$ cat src/rtl/result_demux_if.sv
// Handshake bundle for result_demux: one offered input word plus eight buffered output channels.
interface result_demux_if #(
  parameter int WIDTH = 32
);
  logic                 in_valid;
  logic                 in_ready;
  logic [WIDTH-1:0]     in_data;
  logic [2:0]           in_select;
  logic [7:0]           out_valid;
  logic [7:0]           out_ready;
  logic [8*WIDTH-1:0]   out_data;

  modport master (
    output in_valid, in_data, in_select, out_ready,
    input  in_ready, out_valid, out_data
  );

  modport slave (
    input  in_valid, in_data, in_select, out_ready,
    output in_ready, out_valid, out_data
  );
endinterface

$ cat src/rtl/result_demux.sv
// 1:8 result demux: routes each accepted word to a one-entry buffer on the selected channel.
// Optional transfer counter (xfer_count) is built when RESULT_DEMUX_COUNT_EN is defined.
module result_demux #(
  parameter int WIDTH = 32
) (
  input  logic               clk,
  input  logic               rst_n,
  result_demux_if.slave      bus
`ifdef RESULT_DEMUX_COUNT_EN
  ,
  output logic [31:0]        xfer_count
`endif
);
  localparam int NCH = 8;

  typedef enum logic {
    EMPTY = 1'b0,
    FULL  = 1'b1
  } chan_state_e;

  chan_state_e      state_q [NCH];
  chan_state_e      state_d [NCH];
  logic [WIDTH-1:0] buf_q   [NCH];
  logic [WIDTH-1:0] buf_d   [NCH];
  logic             in_ready_s;
  logic             accept_s;
  logic [NCH-1:0]   load_s;
  logic [NCH-1:0]   drain_s;

  // Ready depends only on the selected channel's state and its consumer, never on in_valid
  always_comb begin
    in_ready_s = 1'b0;
    if (state_q[bus.in_select] == EMPTY) begin
      in_ready_s = 1'b1;
    end else begin
      in_ready_s = bus.out_ready[bus.in_select];
    end
    accept_s = bus.in_valid & in_ready_s;
  end

  // Per-channel load and drain strobes
  always_comb begin
    load_s  = '0;
    drain_s = '0;
    for (int i = 0; i < NCH; i++) begin
      load_s[i]  = accept_s & (bus.in_select == 3'(i));
      drain_s[i] = (state_q[i] == FULL) & bus.out_ready[i];
    end
  end

  // Channel FSM next state: a load wins over a same-cycle drain so the channel refills without a bubble
  always_comb begin
    for (int i = 0; i < NCH; i++) begin
      state_d[i] = state_q[i];
      buf_d[i]   = buf_q[i];
      case ({load_s[i], drain_s[i]})
        2'b10, 2'b11: begin
          state_d[i] = FULL;
          buf_d[i]   = bus.in_data;
        end
        2'b01: begin
          state_d[i] = EMPTY;
        end
        default: begin
          state_d[i] = state_q[i];
        end
      endcase
    end
  end

  // Channel state and buffer registers
  always_ff @(posedge clk) begin
    if (!rst_n) begin
      for (int i = 0; i < NCH; i++) begin
        state_q[i] <= EMPTY;
        buf_q[i]   <= '0;
      end
    end else begin
      for (int i = 0; i < NCH; i++) begin
        state_q[i] <= state_d[i];
        buf_q[i]   <= buf_d[i];
      end
    end
  end

  assign bus.in_ready = in_ready_s;

  for (genvar g = 0; g < NCH; g++) begin : g_out
    assign bus.out_valid[g]               = (state_q[g] == FULL);
    assign bus.out_data[g*WIDTH +: WIDTH] = buf_q[g];
  end

`ifdef RESULT_DEMUX_COUNT_EN
  logic [31:0] xfer_count_q;
  logic [31:0] xfer_count_d;

  // Accept counter, wraps naturally at 32 bits
  always_comb begin
    if (accept_s) begin
      xfer_count_d = xfer_count_q + 32'd1;
    end else begin
      xfer_count_d = xfer_count_q;
    end
  end

  // Accept counter register
  always_ff @(posedge clk) begin
    if (!rst_n) begin
      xfer_count_q <= 32'd0;
    end else begin
      xfer_count_q <= xfer_count_d;
    end
  end

  assign xfer_count = xfer_count_q;
`endif
endmodule

$ cat src/flat_wrapper.sv
// flat-port wrapper written by rule: the top's interface ports become plain ports
module result_demux_flat 
#(
  parameter int WIDTH = 32
)
  (clk, rst_n, bus_in_valid, bus_in_data, bus_in_select, bus_out_ready, bus_in_ready, bus_out_valid, bus_out_data);
  result_demux_if #(.WIDTH(WIDTH)) bus_i ();
  input  logic clk;
  input  logic rst_n;
  input wire logic [$bits(bus_i.in_valid)-1:0] bus_in_valid;
  input wire logic [$bits(bus_i.in_data)-1:0] bus_in_data;
  input wire logic [$bits(bus_i.in_select)-1:0] bus_in_select;
  input wire logic [$bits(bus_i.out_ready)-1:0] bus_out_ready;
  output wire logic [$bits(bus_i.in_ready)-1:0] bus_in_ready;
  output wire logic [$bits(bus_i.out_valid)-1:0] bus_out_valid;
  output wire logic [$bits(bus_i.out_data)-1:0] bus_out_data;
  assign bus_i.in_valid = bus_in_valid;
  assign bus_i.in_data = bus_in_data;
  assign bus_i.in_select = bus_in_select;
  assign bus_i.out_ready = bus_out_ready;
  assign bus_in_ready = bus_i.in_ready;
  assign bus_out_valid = bus_i.out_valid;
  assign bus_out_data = bus_i.out_data;
  result_demux #(.WIDTH(WIDTH)) u_core (.clk(clk), .rst_n(rst_n), .bus(bus_i));
endmodule
$ cat config.mk
export PLATFORM = sky130hd
export DESIGN_NAME = result_demux_flat
export DESIGN_NICKNAME = d
export VERILOG_FILES = /design/src/rtl/result_demux_if.sv /design/src/rtl/result_demux.sv /design/src/flat_wrapper.sv
export SDC_FILE = /design/constraint.sdc
export NUM_CORES = 1
export LEC_CHECK = 0
export CAP_MARGIN = 15
export CELL_PAD_IN_SITES_DETAIL_PLACEMENT = 2
export CELL_PAD_IN_SITES_GLOBAL_PLACEMENT = 2
export CORE_UTILIZATION = 26
export CTS_BUF_LIST = sky130_fd_sc_hd__clkbuf_8
export DETAILED_ROUTE_END_ITERATION = 8
export PLACE_DENSITY = 0.81
export SLEW_MARGIN = 30
export SYNTH_ARGS = -nofsm -noshare
export SYNTH_HDL_FRONTEND = slang
export SYNTH_SLANG_ARGS = --single-unit
$ cat constraint.sdc
create_clock -name clk -period 1.7 [get_ports clk]
set_input_delay 0.34 -clock clk [delete_from_list [all_inputs] [get_ports clk]]
set_output_delay 0.34 -clock clk [all_outputs]
set_load 0.02 [all_outputs]
* Word level (Yosys, flattened, before mapping)
Memory sizes are Yosys's and may differ from the RTL's.
Cells that the tools add are included.
** Storage, ports and cells
- Register bits :: 0
- Memory bits (writable) :: 264
- Input bits :: 46
- Word-level logic and storage cells :: 113
- Memories kept :: 2
** Cells by class
- $lt $le $gt $ge :: 1
- Equality and inequality tests :: 31
- Mux-type cells :: 37
- Bitwise operators :: 33
- Reductions and logical operators :: 9
** Memory list
- u_core.buf_q :: words 8, bits a word 32, read ports 8, clocked after Yosys merged registers in 0, wr ports 8, RTL line result_demux.sv:23 : logic [WIDTH-1:0] buf_q [NCH];
- u_core.state_q :: words 8, bits a word 1, read ports 9, clocked after Yosys merged registers in 0, wr ports 8, RTL line result_demux.sv:21 : chan_state_e state_q [NCH];
** Operators by type and width (number)
- $mux W32 :: 16
- $eq A2 B2 Y1 const B :: 16
- $and A1 B1 Y1 :: 17
- $eq A2 B1 Y1 const B :: 8
- $or A1 B1 Y1 :: 16
- $pmux W1 S2 :: 8
- $reduce_or A2 Y1 :: 8
- $eq A3 B3 Y1 const B :: 4
- $mux W1 :: 12
- $eq A3 B2 Y1 const B :: 2
- $lt A3 B4 Y1 const B :: 1
- $bmux W1 S3 :: 1
- $eq A3 B1 Y1 const B :: 1
- $logic_not A3 Y1 :: 1

* Longest topological paths before layout
- Word-level depth :: 9
- Depth in mapped cells :: 7
- Mapped depth without buffers :: 3

* Least setup slack after synthesis
OpenSTA, ideal clock, no wires.
- Path kind :: flip-flop to output port
- Start :: memory u_core.state_q[1] in the netlist's numbering
- End :: output port bus_in_ready
- Data arrival time :: 1515 ps
- Path slack :: -155 ps
- Stages on the path, launching flop included :: 5
- Cells stage by stage :: edfxtp_1 -> nor2b_1 -> buf_1 -> mux4_2 -> mux2i_1
** RTL lines
- from (decl) :: RTL line result_demux.sv:21
- to (decl) :: RTL line flat_wrapper.sv:14 : output wire logic [$bits(bus_i.in_ready)-1:0] bus_in_ready;

==> flow_results.xml <==
<?xml version="1.0" encoding="UTF-8"?>
<metrics>
  <group name="outcome">
    <metric name="run_status" unit="">finished with violations</metric>
    <metric name="violations" unit="">negative setup slack</metric>
  </group>
  <group name="clocking">
    <metric name="cts_buffer_depth" unit="">3</metric>
    <metric name="clk_pin_slew_worst_paths" unit="ps">60</metric>
    <metric name="clockRootBuffer" unit="">clkbuf_8</metric>
    <metric name="cts.sink_count" unit="">264</metric>
    <metric name="cts_inserted_buffers" unit="">48</metric>
    <metric name="cts_tree" unit="">yes</metric>
    <metric name="clk-insertion-delay-late" unit="ps">620</metric>
    <metric name="ctsHtreeMaxLevel" unit="">2</metric>
  </group>
  <group name="placed_design">
    <metric name="hpwl_reported_at_the_end_of_detailed_placement" unit="um">35800</metric>
    <metric name="post_dp_cell_area" unit="um^2">15500</metric>
    <metric name="io_buffer_count" unit="">310</metric>
    <metric name="finalWeightedCongestion" unit="">0.774</metric>
  </group>
  <group name="drt">
    <metric name="route.detailed.vias_per_inst" unit="">5.69</metric>
    <metric name="dr.first_iter.drc_count" unit="">852</metric>
    <metric name="detail_route_antenna_nets" unit="">0</metric>
    <metric name="totalWireLength" unit="um">57300</metric>
    <metric name="detailedRoute.firstPassIterationCount" unit="">5</metric>
    <metric name="detailroute.via_count" unit="">12100</metric>
    <metric name="wirelength_per_cell" unit="um">27.0</metric>
    <metric name="detail_route.drc_violations" unit="">0</metric>
  </group>
  <group name="global_routing">
    <metric name="overflow" unit="">0</metric>
    <metric name="global_route_wire_length_before_repair" unit="um">83700</metric>
    <metric name="antenna_found_initial" unit="">4</metric>
    <metric name="grt_pass1_vias" unit="">12400</metric>
    <metric name="grt_use_total" unit="">0.260</metric>
    <metric name="grt_max_degree" unit="">54</metric>
  </group>
  <group name="sta">
    <metric name="finClkSkew" unit="ps">22.6</metric>
    <metric name="setup_slack" unit="ps">-625</metric>
    <metric name="final_period_minus_worst_setup_slack" unit="ps">2320</metric>
    <metric name="transition_time_at_the_pin_with_the_least_slew_margin" unit="ps">410</metric>
    <metric name="layout_worst_path_cycle_share" unit="">1.37</metric>
    <metric name="unrepaired_setup_endpoints_after_global_routing" unit="">yes</metric>
    <metric name="final-hold-violation-count" unit="">0</metric>
    <metric name="timing.slew.headroom" unit="">0.727</metric>
    <metric name="drv_slew" unit="">0</metric>
    <metric name="report.final.setup_viol" unit="">1</metric>
    <metric name="max_clock_freq" unit="MHz">430</metric>
  </group>
  <group name="logic_synthesis">
    <metric name="synth.area.top_cells" unit="">dfxtp_1 (47%), a21oi_1 (12%), nand3_1 (7.6%)</metric>
    <metric name="synth_top_area_share" unit="">0.472</metric>
    <metric name="syn_area" unit="um^2">11000</metric>
    <metric name="syn-mean-instance-area" unit="um^2">8.44</metric>
    <metric name="synth_top_area_cell" unit="">dfxtp_1</metric>
    <metric name="post_syn_nets" unit="">1346</metric>
    <metric name="sequential_area_share_after_synthesis" unit="">0.486</metric>
    <metric name="postSynth.asyncResetShare" unit="">0</metric>
    <metric name="synth_enable_flop_cells" unit="">5</metric>
    <metric name="postSynth.topFlopCell" unit="">dfxtp_1</metric>
    <metric name="ys_types" unit="">30</metric>
    <metric name="postSynthRegisterBits" unit="">264</metric>
    <metric name="yosys-top-cells-count" unit="">a21oi_1 (259), dfxtp_1 (259), nand3_1 (166), o21ai_0 (130), clkbuf_1 (128)</metric>
    <metric name="synth.yosys.warnings" unit="">0</metric>
    <metric name="postSynthCellCount" unit="">1300</metric>
  </group>
  <group name="worst_setup_path">
    <metric name="timing.critical_path.cells" unit="">nor2b_4, mux4_2, mux2i_4, buf_6</metric>
    <metric name="critical_path_s_largest_stage_delay" unit="ps">480</metric>
    <metric name="critical_path.endpoint_type" unit="">output pin</metric>
    <metric name="worstPathArrival" unit="ps">1980</metric>
    <metric name="critical_path.slowest_cell" unit="">mux4_2</metric>
    <metric name="worst-setup-path-type" unit="">flop to output pin</metric>
    <metric name="required_time_at_the_endpoint_of_the_critical_path" unit="ps">1360</metric>
    <metric name="worst_setup_path_start_kind" unit="">flop</metric>
    <metric name="timing.critical_path.fanout_max" unit="">2</metric>
  </group>
  <group name="pwr">
    <metric name="pwr_density_cell" unit="nW/um^2">883</metric>
    <metric name="seq_power_share" unit="">0.449</metric>
    <metric name="clkPwrFrac" unit="">0.406</metric>
    <metric name="p_sw_frac" unit="">0.292</metric>
    <metric name="cellInternalPower" unit="W">0.0101</metric>
    <metric name="power.combinational.fraction" unit="">0.145</metric>
    <metric name="leakagePower" unit="nW">6.16</metric>
    <metric name="irDropWorstVdd" unit="uV">551</metric>
    <metric name="p_sw" unit="W">0.00418</metric>
  </group>
  <group name="layout">
    <metric name="fillCellCount" unit="">4456</metric>
    <metric name="finalCoreUtilization" unit="">0.394</metric>
    <metric name="layout-drive-gt1-share" unit="">0.158</metric>
    <metric name="area_growth_syn_to_layout" unit="%">47.8</metric>
    <metric name="final_nets" unit="">1609</metric>
    <metric name="antenna-diode-count" unit="">0</metric>
    <metric name="design_area" unit="um^2">16200</metric>
  </group>
  <group name="floorplan">
    <metric name="io-pin-count" unit="">311</metric>
    <metric name="die-height" unit="um">207</metric>
    <metric name="initial_utilization" unit="">0.266</metric>
    <metric name="core_area" unit="um^2">41200</metric>
    <metric name="num_rows" unit="">74</metric>
    <metric name="die_x" unit="um">207</metric>
    <metric name="die-area" unit="um^2">43000</metric>
  </group>
  <group name="run">
    <metric name="max_cap_violations" unit="">0</metric>
  </group>
  <group name="min_path">
    <metric name="hold_class" unit="">flop to flop</metric>
  </group>
</metrics>
[sequential cells by signal, summed over array words and instances (netlist names)]
| register | cells |
|---|---|
| u_core.state_q | 8 |
| u_core.buf_q | 256 |
[kinds of logic after synthesis]
logic type / after synthesis / share of synthesized area
flops: 264 / 0.486
mux: 3 / 0.00501
buf+inv: 210 / 0.0915
compound gates: 522 / 0.262
simple gates: 301 / 0.156
[final cells by class]
type                            count  area, um^2  share of cell area
Clock buffer                       58         798              0.0492
Multi-Input combinational cell    826        4720               0.291
Timing Repair Buffer              422        4610               0.284
Clock inverter                     22        87.6             0.00540
Sequential cell                   264        5340               0.329
Tap cell                          532         666              0.0410
Inverter                            1        11.3            0.000694
[cell usage in the layout (no fill, tap or decap), types with 2 or more instances in the layout]
cell               n
o21ai_0          130
dfxtp_1          258
dlygate4sd2_1    124
mux4_2             2
nand3_1          166
nand4_1           97
buf_2              4
o21ai_2            2
a21oi_1          259
a31oi_1            5
and4b_1            2
nand2b_1          10
clkdlybuf4s15_2   27
o21ai_1           28
o31ai_1           96
clkbuf_2          21
clkbuf_8          58
buf_12            72
nor2b_4            6
buf_4             39
nor2b_2            5
buf_6              7
inv_1             21
nand2_1            6
edfxtp_1           5
clkdlybuf4s15_1   83
clkdlybuf4s50_1   44
o211ai_1           2
nand4b_1           2
[power groups by stage]
stage	logic [W]	registers [W]	clock network [W]
after floorplan	0.000776	0.00669	0
after detailed placement	0.00211	0.00657	0
after CTS	0.00206	0.00643	0.00594
after global placement	0.00206	0.00656	0
final	0.00207	0.00643	0.00582
after global routing	0.00217	0.00645	0.00616
[routing by layer]
metal / part of all wire / GRT usage
met5: 0.00044 / 0
met4: 0.040 / 0.107
met3: 0.066 / 0.0446
met2: 0.46 / 0.417
met1: 0.43 / 0.343
[repair_timing]
action | 4_1_cts | 5_1_grt
setup endpoints to repair | 265 | 60
setup buffers | 3 | 3
hold buffers | 0 | 0
resized for setup | 431 | 60
[stage by stage]
stage / hold slack, ps / cells / setup TNS (ps) / worst slack [ps] / power, W
after global placement: 456 / 2044 / -70020 / -513 / 0.00863
after floorplan: 515 / 1300 / -17.5 / -17.5 / 0.00746
after CTS: 475 / 2124 / -704 / -653 / 0.0144
after global routing: 491 / 2125 / -773 / -703 / 0.0148
after detailed placement: 468 / 2044 / -82750 / -569 / 0.00868
final: 473 / 2125 / -625 / -625 / 0.0143
[worst max-delay path, delay by kind of cell (launching register included)]
kind | cells | cell delay (ps)
DFF | 1 | 410
buffers and inverters | 1 | 150
muxes | 2 | 640
and+or+nand+nor | 1 | 160
[worst paths after layout]
| path | start | end | slack (ps) | cells past startpoint |
|---|---|---|---|---|
| setup / recovery | u_core.state_q[1]$_DFFE_PP_ | bus_in_ready | -620 | 4 |
| setup reg to reg | u_core.state_q[2]$_DFFE_PP_ | u_core.buf_q[0][69]$_SDFFE_PN0P_ | 210 | 6 |
| hold reg to reg | u_core.buf_q[0][77]$_SDFFE_PN0P_ | u_core.buf_q[0][77]$_SDFFE_PN0P_ | 470 | 2 |
| hold / removal | u_core.buf_q[0][77]$_SDFFE_PN0P_ | u_core.buf_q[0][77]$_SDFFE_PN0P_ | 470 | 2 |
(Power assumes the default switching activity.)
